## config.mk

```make
export PLATFORM = sky130hd
export DESIGN_NAME = instr_byte_tx
export DESIGN_NICKNAME = d
export VERILOG_FILES = /design/src/rtl/instr_byte_tx_pkg.sv /design/src/rtl/instr_byte_tx_fifo.sv /design/src/rtl/instr_byte_tx.sv
export SDC_FILE = /design/constraint.sdc
export NUM_CORES = 1
export LEC_CHECK = 0
export CAP_MARGIN = 20
export CORE_MARGIN = 3
export CORE_UTILIZATION = 55
export DETAILED_ROUTE_END_ITERATION = 12
export DONT_BUFFER_PORTS = 1
export PLACE_DENSITY = 0.73
export SLEW_MARGIN = 20
export SYNTH_ARGS = -nofsm -noshare
export SYNTH_HDL_FRONTEND = slang
export SYNTH_SLANG_ARGS = --single-unit
```

## constraint.sdc

```tcl
create_clock -name CLK_CTRL -period 3.1 [get_ports CLK_CTRL]
set_input_delay 0.62 -clock CLK_CTRL [delete_from_list [all_inputs] [get_ports CLK_CTRL]]
set_output_delay 0.62 -clock CLK_CTRL [all_outputs]
set_load 0.01 [all_outputs]
```

## src/rtl/instr_byte_tx_pkg.sv

```systemverilog
// instr_pkg: instruction word layout, transmitter states and byte-split helpers
// shared by the transmit side and any receive-side reassembly logic.
package instr_pkg;
    localparam int OPCODE_W = 3;
    localparam int ADDR_W   = 13;
    localparam int BYTE_W   = 8;

    typedef struct packed {
        logic [OPCODE_W-1:0] opcode;
        logic [ADDR_W-1:0]   addr;
    } instr_t;

    typedef enum logic [1:0] {IDLE, HI, LO} tx_state_t;

    function automatic logic [BYTE_W-1:0] hi_byte(input instr_t i);
        return {i.opcode, i.addr[ADDR_W-1:BYTE_W]};
    endfunction

    function automatic logic [BYTE_W-1:0] lo_byte(input instr_t i);
        return i.addr[BYTE_W-1:0];
    endfunction
endpackage

```

## src/rtl/instr_byte_tx_fifo.sv

```systemverilog
// instr_fifo: synchronous instruction FIFO; pointers carry one extra wrap bit
// so full and empty are distinguished without a separate counter.
module instr_fifo
    import instr_pkg::*;
#(
    parameter int DEPTH = 2,
    localparam int AW = $clog2(DEPTH)
) (
    input  logic          CLK_CTRL,
    input  logic          RESET,
    input  logic          i_push,
    input  instr_t        i_data,
    input  logic          i_pop,
    output instr_t        o_head,
    output logic          o_full,
    output logic          o_empty,
    output logic [AW:0]   o_count
);
    instr_t      r_mem [DEPTH];
    logic [AW:0] r_wr_ptr;
    logic [AW:0] r_rd_ptr;
    logic        w_wr_en;

    assign o_count = r_wr_ptr - r_rd_ptr;
    assign o_full  = o_count == (AW+1)'(DEPTH);
    assign o_empty = o_count == '0;
    assign o_head  = r_mem[r_rd_ptr[AW-1:0]];
    assign w_wr_en = i_push && !o_full;

    always_ff @(posedge CLK_CTRL) begin
        if (RESET) begin
            r_wr_ptr <= '0;
            r_rd_ptr <= '0;
        end else begin
            if (w_wr_en)
                r_wr_ptr <= r_wr_ptr + 1'b1;
            if (i_pop && !o_empty)
                r_rd_ptr <= r_rd_ptr + 1'b1;
        end
    end

    always_ff @(posedge CLK_CTRL) begin
        if (w_wr_en)
            r_mem[r_wr_ptr[AW-1:0]] <= i_data;
    end
endmodule

```

## src/rtl/instr_byte_tx.sv

```systemverilog
// instr_byte_tx: buffers instructions and writes each one to memory as two bytes
// (high byte first) with a wait-stated grant and an auto-incrementing address.
module instr_byte_tx
    import instr_pkg::*;
#(
    parameter int                FIFO_DEPTH = 2,
    parameter logic [ADDR_W-1:0] BASE_ADDR  = 13'h0000
) (
    input  logic                CLK_CTRL,
    input  logic                RESET,
    input  logic                INSTR_VALID,
    output logic                INSTR_READY,
    input  logic [OPCODE_W-1:0] OPCODE,
    input  logic [ADDR_W-1:0]   ADDR_IR,
    input  logic                ADDR_LOAD,
    input  logic [ADDR_W-1:0]   ADDR_IN,
    input  logic                BUS_GRANT,
    output logic [BYTE_W-1:0]   DATA_BUS,
    output logic                DATA_OE,
    output logic                WR,
    output logic [ADDR_W-1:0]   MEM_ADDR,
    output logic                BYTE_PHASE,
    output logic                BUSY
);
    localparam int AW = $clog2(FIFO_DEPTH);

    tx_state_t         r_state;
    tx_state_t         w_next;
    logic [ADDR_W-1:0] r_mem_addr;
    instr_t            w_head;
    logic              w_full;
    logic              w_empty;
    logic [AW:0]       w_count;
    logic              w_push;
    logic              w_pop;

    assign INSTR_READY = !w_full && !RESET;
    assign w_push      = INSTR_VALID && INSTR_READY;
    assign w_pop       = r_state == LO && BUS_GRANT;

    instr_fifo #(.DEPTH(FIFO_DEPTH)) u_fifo (
        .CLK_CTRL (CLK_CTRL),
        .RESET    (RESET),
        .i_push   (w_push),
        .i_data   ({OPCODE, ADDR_IR}),
        .i_pop    (w_pop),
        .o_head   (w_head),
        .o_full   (w_full),
        .o_empty  (w_empty),
        .o_count  (w_count)
    );

    always_ff @(posedge CLK_CTRL) begin
        if (RESET) begin
            r_state    <= IDLE;
            r_mem_addr <= BASE_ADDR;
        end else begin
            r_state <= w_next;
            if (r_state == IDLE && ADDR_LOAD)
                r_mem_addr <= ADDR_IN;
            else if (r_state != IDLE && BUS_GRANT)
                r_mem_addr <= r_mem_addr + 1'b1;
        end
    end

    always_comb begin
        w_next     = r_state;
        WR         = r_state != IDLE;
        DATA_OE    = r_state != IDLE;
        BYTE_PHASE = r_state == LO;
        MEM_ADDR   = r_mem_addr;
        BUSY       = r_state != IDLE || !w_empty;
        DATA_BUS   = r_state == HI ? hi_byte(w_head) : r_state == LO ? lo_byte(w_head) : '0;
        case (r_state)
            IDLE:    if (!w_empty) w_next = HI;
            HI:      if (BUS_GRANT) w_next = LO;
            // stay busy if anything remains after this pop, counting a same-cycle push
            LO:      if (BUS_GRANT) w_next = (w_count != (AW+1)'(1) || w_push) ? HI : IDLE;
            default: w_next = IDLE;
        endcase
    end
endmodule

```

# Word-level counts from Yosys, hierarchy flattened
# Memories as Yosys holds them, arrays and structs flattened. A register that Yosys moved wholly into a read port is not among the register bits.
# Cells that the tools add are included.
# Widths: inputs -> output; s select.
dict set report word_totals {
  out_inout_bits 26
  memories 1
  ff_bits 19
  ramBits 32
  elab_cells 46
  in_bits 34
}
# memory depth word_bits read_ports rd_ports_with_merged_regs write_ports line
set memory_table {}
lappend memory_table {u_fifo.r_mem 2 16 1 1 1 instr_byte_tx_fifo.sv:19} ;# instr_t r_mem [DEPTH];
dict set report classes {
  n_mux 13
  reduce_logical 17
  add_sub_neg 4
  eq_ne 7
}
# operator count
set ops {}
lappend ops {{$mux 13} 2}
lappend ops {{$mux 8} 2}
lappend ops {{$add 13x1->13 const B} 1}
lappend ops {{$logic_and 1x1->1} 7}
lappend ops {{$mux 2} 3}
lappend ops {{$ne 2x2->1 const B} 3}
lappend ops {{$pmux 2 s3} 1}
lappend ops {{$mux 1} 5}
lappend ops {{$add 2x1->2 const B} 2}
lappend ops {{$eq 2x2->1 const B} 2}
lappend ops {{$logic_not 2->1} 2}
lappend ops {{$reduce_bool 2->1} 2}
lappend ops {{$logic_not 1->1} 3}
lappend ops {{$reduce_and 3->1} 1}
lappend ops {{$eq 2x1->1 const B} 1}
lappend ops {{$logic_or 1x1->1} 2}
lappend ops {{$ne 2x1->1 const B} 1}
lappend ops {{$sub 2x2->2} 1}

# Depth between registers and ports, before layout
dict set report depth {
  depth_word 9
  ltp_mapped 7
  depth_no_buf 6
}

# Modules after synthesis
# Synthesis repeated with hierarchy kept, for this count alone.
dict set report unflattened {
  hier_cells 204
  area_unflattened_um2 2403.6
}
# module n_inst area_per_inst_um2 seq_area_each_um2 cells_each
set modules_own_cells {}
lappend modules_own_cells {instr_fifo 1 1456.4 1061.0 89}
lappend modules_own_cells {instr_byte_tx 1 947.2 300.3 115}

# Least setup slack after synthesis
# OpenSTA, ideal clock, no wires.
dict set report synth_path {
  kind {register -> register}
  start {register u_fifo.r_wr_ptr[0]}
  end {memory u_fifo.r_mem[0][0] (netlist bit), enable pin}
  t_required_ps 2712
  stages_incl_launch_ff 6
  n_path_buf 0
  setup_ps 388
  synth_period_minus_slack_ps 2046
  arrival_ps 1658
  slack_ps 1054
  cell_sequence {dfxtp_1 inv_1 ha_1 inv_1 o211ai_1 nor2_1}
}
dict set report synth_between {
  elab_chain_cells 8
}
# item line
set synth_lines {}
lappend synth_lines {{start, declared} instr_byte_tx_fifo.sv:20} ;# logic [AW:0] r_wr_ptr;
lappend synth_lines {{start signal, assigned} instr_byte_tx_fifo.sv:36} ;# r_wr_ptr <= r_wr_ptr + 1'b1;
lappend synth_lines {{$sub 2x2->2} instr_byte_tx_fifo.sv:24} ;# assign o_count = r_wr_ptr - r_rd_ptr;
lappend synth_lines {{$eq 2x2->1} instr_byte_tx_fifo.sv:25} ;# assign o_full = o_count == (AW+1)'(DEPTH);
lappend synth_lines {{$logic_not 1->1} {instr_byte_tx_fifo.sv:28, instr_byte_tx.sv:37}}
lappend synth_lines {{$logic_and 1x1->1} instr_byte_tx.sv:37} ;# assign INSTR_READY = !w_full && !RESET;
lappend synth_lines {{$logic_and 1x1->1} instr_byte_tx.sv:38} ;# assign w_push = INSTR_VALID && INSTR_READY;
lappend synth_lines {{$logic_and 1x1->1} instr_byte_tx_fifo.sv:28} ;# assign w_wr_en = i_push && !o_full;
lappend synth_lines {{$mux 1} instr_byte_tx_fifo.sv:43} ;# if (w_wr_en)
lappend synth_lines {{$mux 1 (not written as such)} instr_byte_tx_fifo.sv:44} ;# r_mem[r_wr_ptr[AW-1:0]] <= i_data;
lappend synth_lines {{end, declared} instr_byte_tx_fifo.sv:19}
# Several ways; a longest one is shown, not always the timed one.

# Final worst setup path
dict set report layout_path {
  start {register r_state[0]}
  end {output port DATA_BUS[6]}
}
dict set report layout_between {
  elab_chain_cells 3
  word_cells_on_any_way 4
  classes_between {2 x eq/ne; 2 x mux}
}
# item line
set layout_lines {}
lappend layout_lines {{start, declared} instr_byte_tx.sv:27} ;# tx_state_t r_state;
lappend layout_lines {{start signal, assigned} instr_byte_tx.sv:58} ;# r_state <= w_next;
lappend layout_lines {{$eq 2x2->1} -}
lappend layout_lines {{named net BYTE_PHASE} instr_byte_tx.sv:22} ;# output logic BYTE_PHASE,
lappend layout_lines {{$mux 8 (2 in series)} instr_byte_tx.sv:73} ;# DATA_BUS = r_state == HI ? hi_byte(w_head) : r_state == LO ? lo_byte(w_head) : '0;
lappend layout_lines {{end, declared} instr_byte_tx.sv:18} ;# output logic [BYTE_W-1:0] DATA_BUS,
# The timed path passes the listed nets, and every way through them passes these cells.

==> metrics.txt <==
status finished, final reports clean; clock sink total 52; I/O Pins 60; Worst Clk Skew 5.48 ps; WL met2 2200 um; met3 WL 322 um; CTS tree built; synth top area cells edfxtp_1, dfxtp_1, mux2i_1; Seq. cell area 1360 um^2; worst flop-to-flop path endpoint u_fifo.r_mem[1][12]$_DFFE_PP_; highest metal used met4; core box area 3850 um^2; Worst Path Max Fanout 9; Crit-path slowest cell dfxtp_1; # nets final 224; # fillers 305; Peak Freq 413 MHz; Post-synth EDFFs 32; reg2reg path depth 4; H-tree depth 2; Setup Viol. Count Final 0; top-count cell post-synth edfxtp_1; DPL Wire Length 3110 um; Syn-to-layout area delta 4.99%; chip width 70.8 um; Final GP Congestion 0.772; total gr overflow 0; worst ir drop on vdd 0.422 mV; Pleak 0.777 nW; critical path class flip-flop to primary output; DRT met1 WL 1630 um; Critical Path AT 1800 ps; DRC Markers 0; Yosys Warn Count 0; gr usage total 17.7%; Final TNS setup 0 ps; Hold Path Cell Cnt 1; Iteration-0 DRC Markers 112; routed wire length 4220 um; Reg clk slew, reported paths 90 ps; post-synth net total 226; n_diodes 0; Final min period 2420 ps; top cell type by total area after synthesis edfxtp_1; final hold violation count 0; initial antenna violation count 0; RSZ-0062 raised after global routing no; reg2reg start u_fifo.r_wr_ptr[0]$_SDFFE_PP0P_; CP max stage delay 550 ps; Worst R2R Setup Slack 1090 ps; placed instance count 229; Non-Filler Instances 237; measured slew at the worst slew-check pin 873 ps; CTS Buf Count 5; initial core utilization 59.9%; Max Cap Viol 0; first-pass GRT wire length 6920 um; Core Rows 22; share of layout cells above drive strength 1 8.99%; footprint of the multi-input gates 867 um^2; Most used DFF post-synth edfxtp_1; CTS root buffer clkbuf_8; Mapped Area 2310 um^2; Post-Syn Instances 190; # resized after CTS 0; Async SR Flop Fraction 0%; Post-synth top cells edfxtp_1, nor2_1, dfxtp_1, mux2i_1, xnor2_1; clock tree buffer depth 2; Die H 70.8 um; design area 2420 um^2; Routed wire per std cell 17.8 um; CP Data Required Time 2480 ps; crit-path cells nand2b_1 > inv_2 > a221oi_1 > a21oi_1; relative slew slack 41.7%; # port buffers 0; period utilization 78.1%; Die ar. 5010 um^2; drt first pass iters 4; hold_sp RESET; vias 1,411; Unique masters post-synth 41; cts-stage hold buffer count 0; Clk Latency, worst-skew pair 300 ps; DR vias/cell 5.95; Placed Instance Area 2330 um^2; post-CTS setup buffer count 0; DRT antenna net count 0; register area share after synthesis 59.0%; vias in the first global route 1,382; Pwr Density 564 nW/um^2; Critical Path Source Type flip-flop; Final Slew Violations 0; Min-Delay Path Class input pin to flip-flop; crit end category primary output; hold path endpoint MEM_ADDR[11]$_SDFFE_PP0P_; post-layout util 62.9%; largest net degree at the start of global routing 23; syn_area_per_cell 12.1 um^2; Seq cells post-synth 52; share of the synthesized area in the top cell type 41.6%
==> power breakdown <==
group          internal, mW  switching (mW)
registers             0.777          0.0582
logic                0.0545          0.0914
clock network         0.164           0.220
==> placed cells by master (no fill, tap or decap), drive strengths merged, types with 2 or more instances in the layout <==
cell and instances:
nor4 2, clkbuf 5, nand3 3, a211oi 9, o21ai 2, ha 2
edfxtp 32, o2111ai 2, nand4 2, nor3 8, nand2 8, inv 11
a21oi 3, o22ai 8, nor2 26, xnor2 13, o211ai 2, xor2 3
dfxtp 20, mux2i 14
==> sequential cells by signal, summed over array words and instances (netlist names), named ones only <==
signal / flops
u_fifo.r_rd_ptr: 2
u_fifo.r_mem: 32
MEM_ADDR: 13
r_state: 2
u_fifo.r_wr_ptr: 2
==> worst max-delay path: cells and delay by family (launching register included) <==
kind	cells	cell delay [ps]
simple gates	1	390
compound gates	2	400
flops	1	550
buf+inv	1	150
==> routing by layer <==
| layer | vias to the layer above | GRT usage [%] |
|---|---|---|
| met3 | 8 | 8.38 |
| met4 | 0 | 5.64 |
| met5 | - | 0 |
| li1 | 693 | - |
| met2 | 37 | 28.9 |
| met1 | 673 | 20.6 |
==> worst max path at each step <==
stage | from | endpoint | slack [ps] | cells after the start
5_1_grt | r_state[0]$_SDFFE_PP0P_ | DATA_BUS[6] | 480 | 4
4_1_cts | r_state[0]$_SDFFE_PP0P_ | DATA_BUS[6] | 650 | 4
3_5_place_dp | r_state[1]$_SDFFE_PP0P_ | DATA_BUS[6] | 1000 | 4
6_report | r_state[0]$_SDFFE_PP0P_ | DATA_BUS[6] | 680 | 4
3_3_place_gp | r_state[0]$_SDFFE_PP0P_ | DATA_BUS[6] | 1070 | 4
2_1_floorplan | u_fifo.r_wr_ptr[0]$_SDFFE_PP0P_ | u_fifo.r_mem[0][0]$_DFFE_PP_ | 1050 | 5
==> final cells by class <==
| cell class | instances | area share, % |
|---|---|---|
| flip-flops and latches | 52 | 56.2 |
| multi-input cells | 119 | 35.8 |
| clock buffers | 5 | 2.84 |
| clock inverters | 3 | 1.03 |
| well taps | 48 | 2.48 |
| inverters | 9 | 1.39 |
| repair buffers | 1 | 0.310 |
==> kinds of logic after synthesis <==
group	synth area share [%]
buf+inv	3.47
flops	59.0
fa+ha+maj	1.08
compound gates	12.0
simple gates	12.4
mux	6.07
xor+xnor	6.07
==> metrics by stage <==
step	hold WS, ps	total power [mW]	setup WS (ps)
2_1_floorplan	531	0.971	1050
3_3_place_gp	553	0.989	1070
3_5_place_dp	565	0.999	998
4_1_cts	363	1.38	646
5_1_grt	356	1.44	476
6_report	372	1.37	679
No activity file was read; power rests on OpenSTA's default activity.
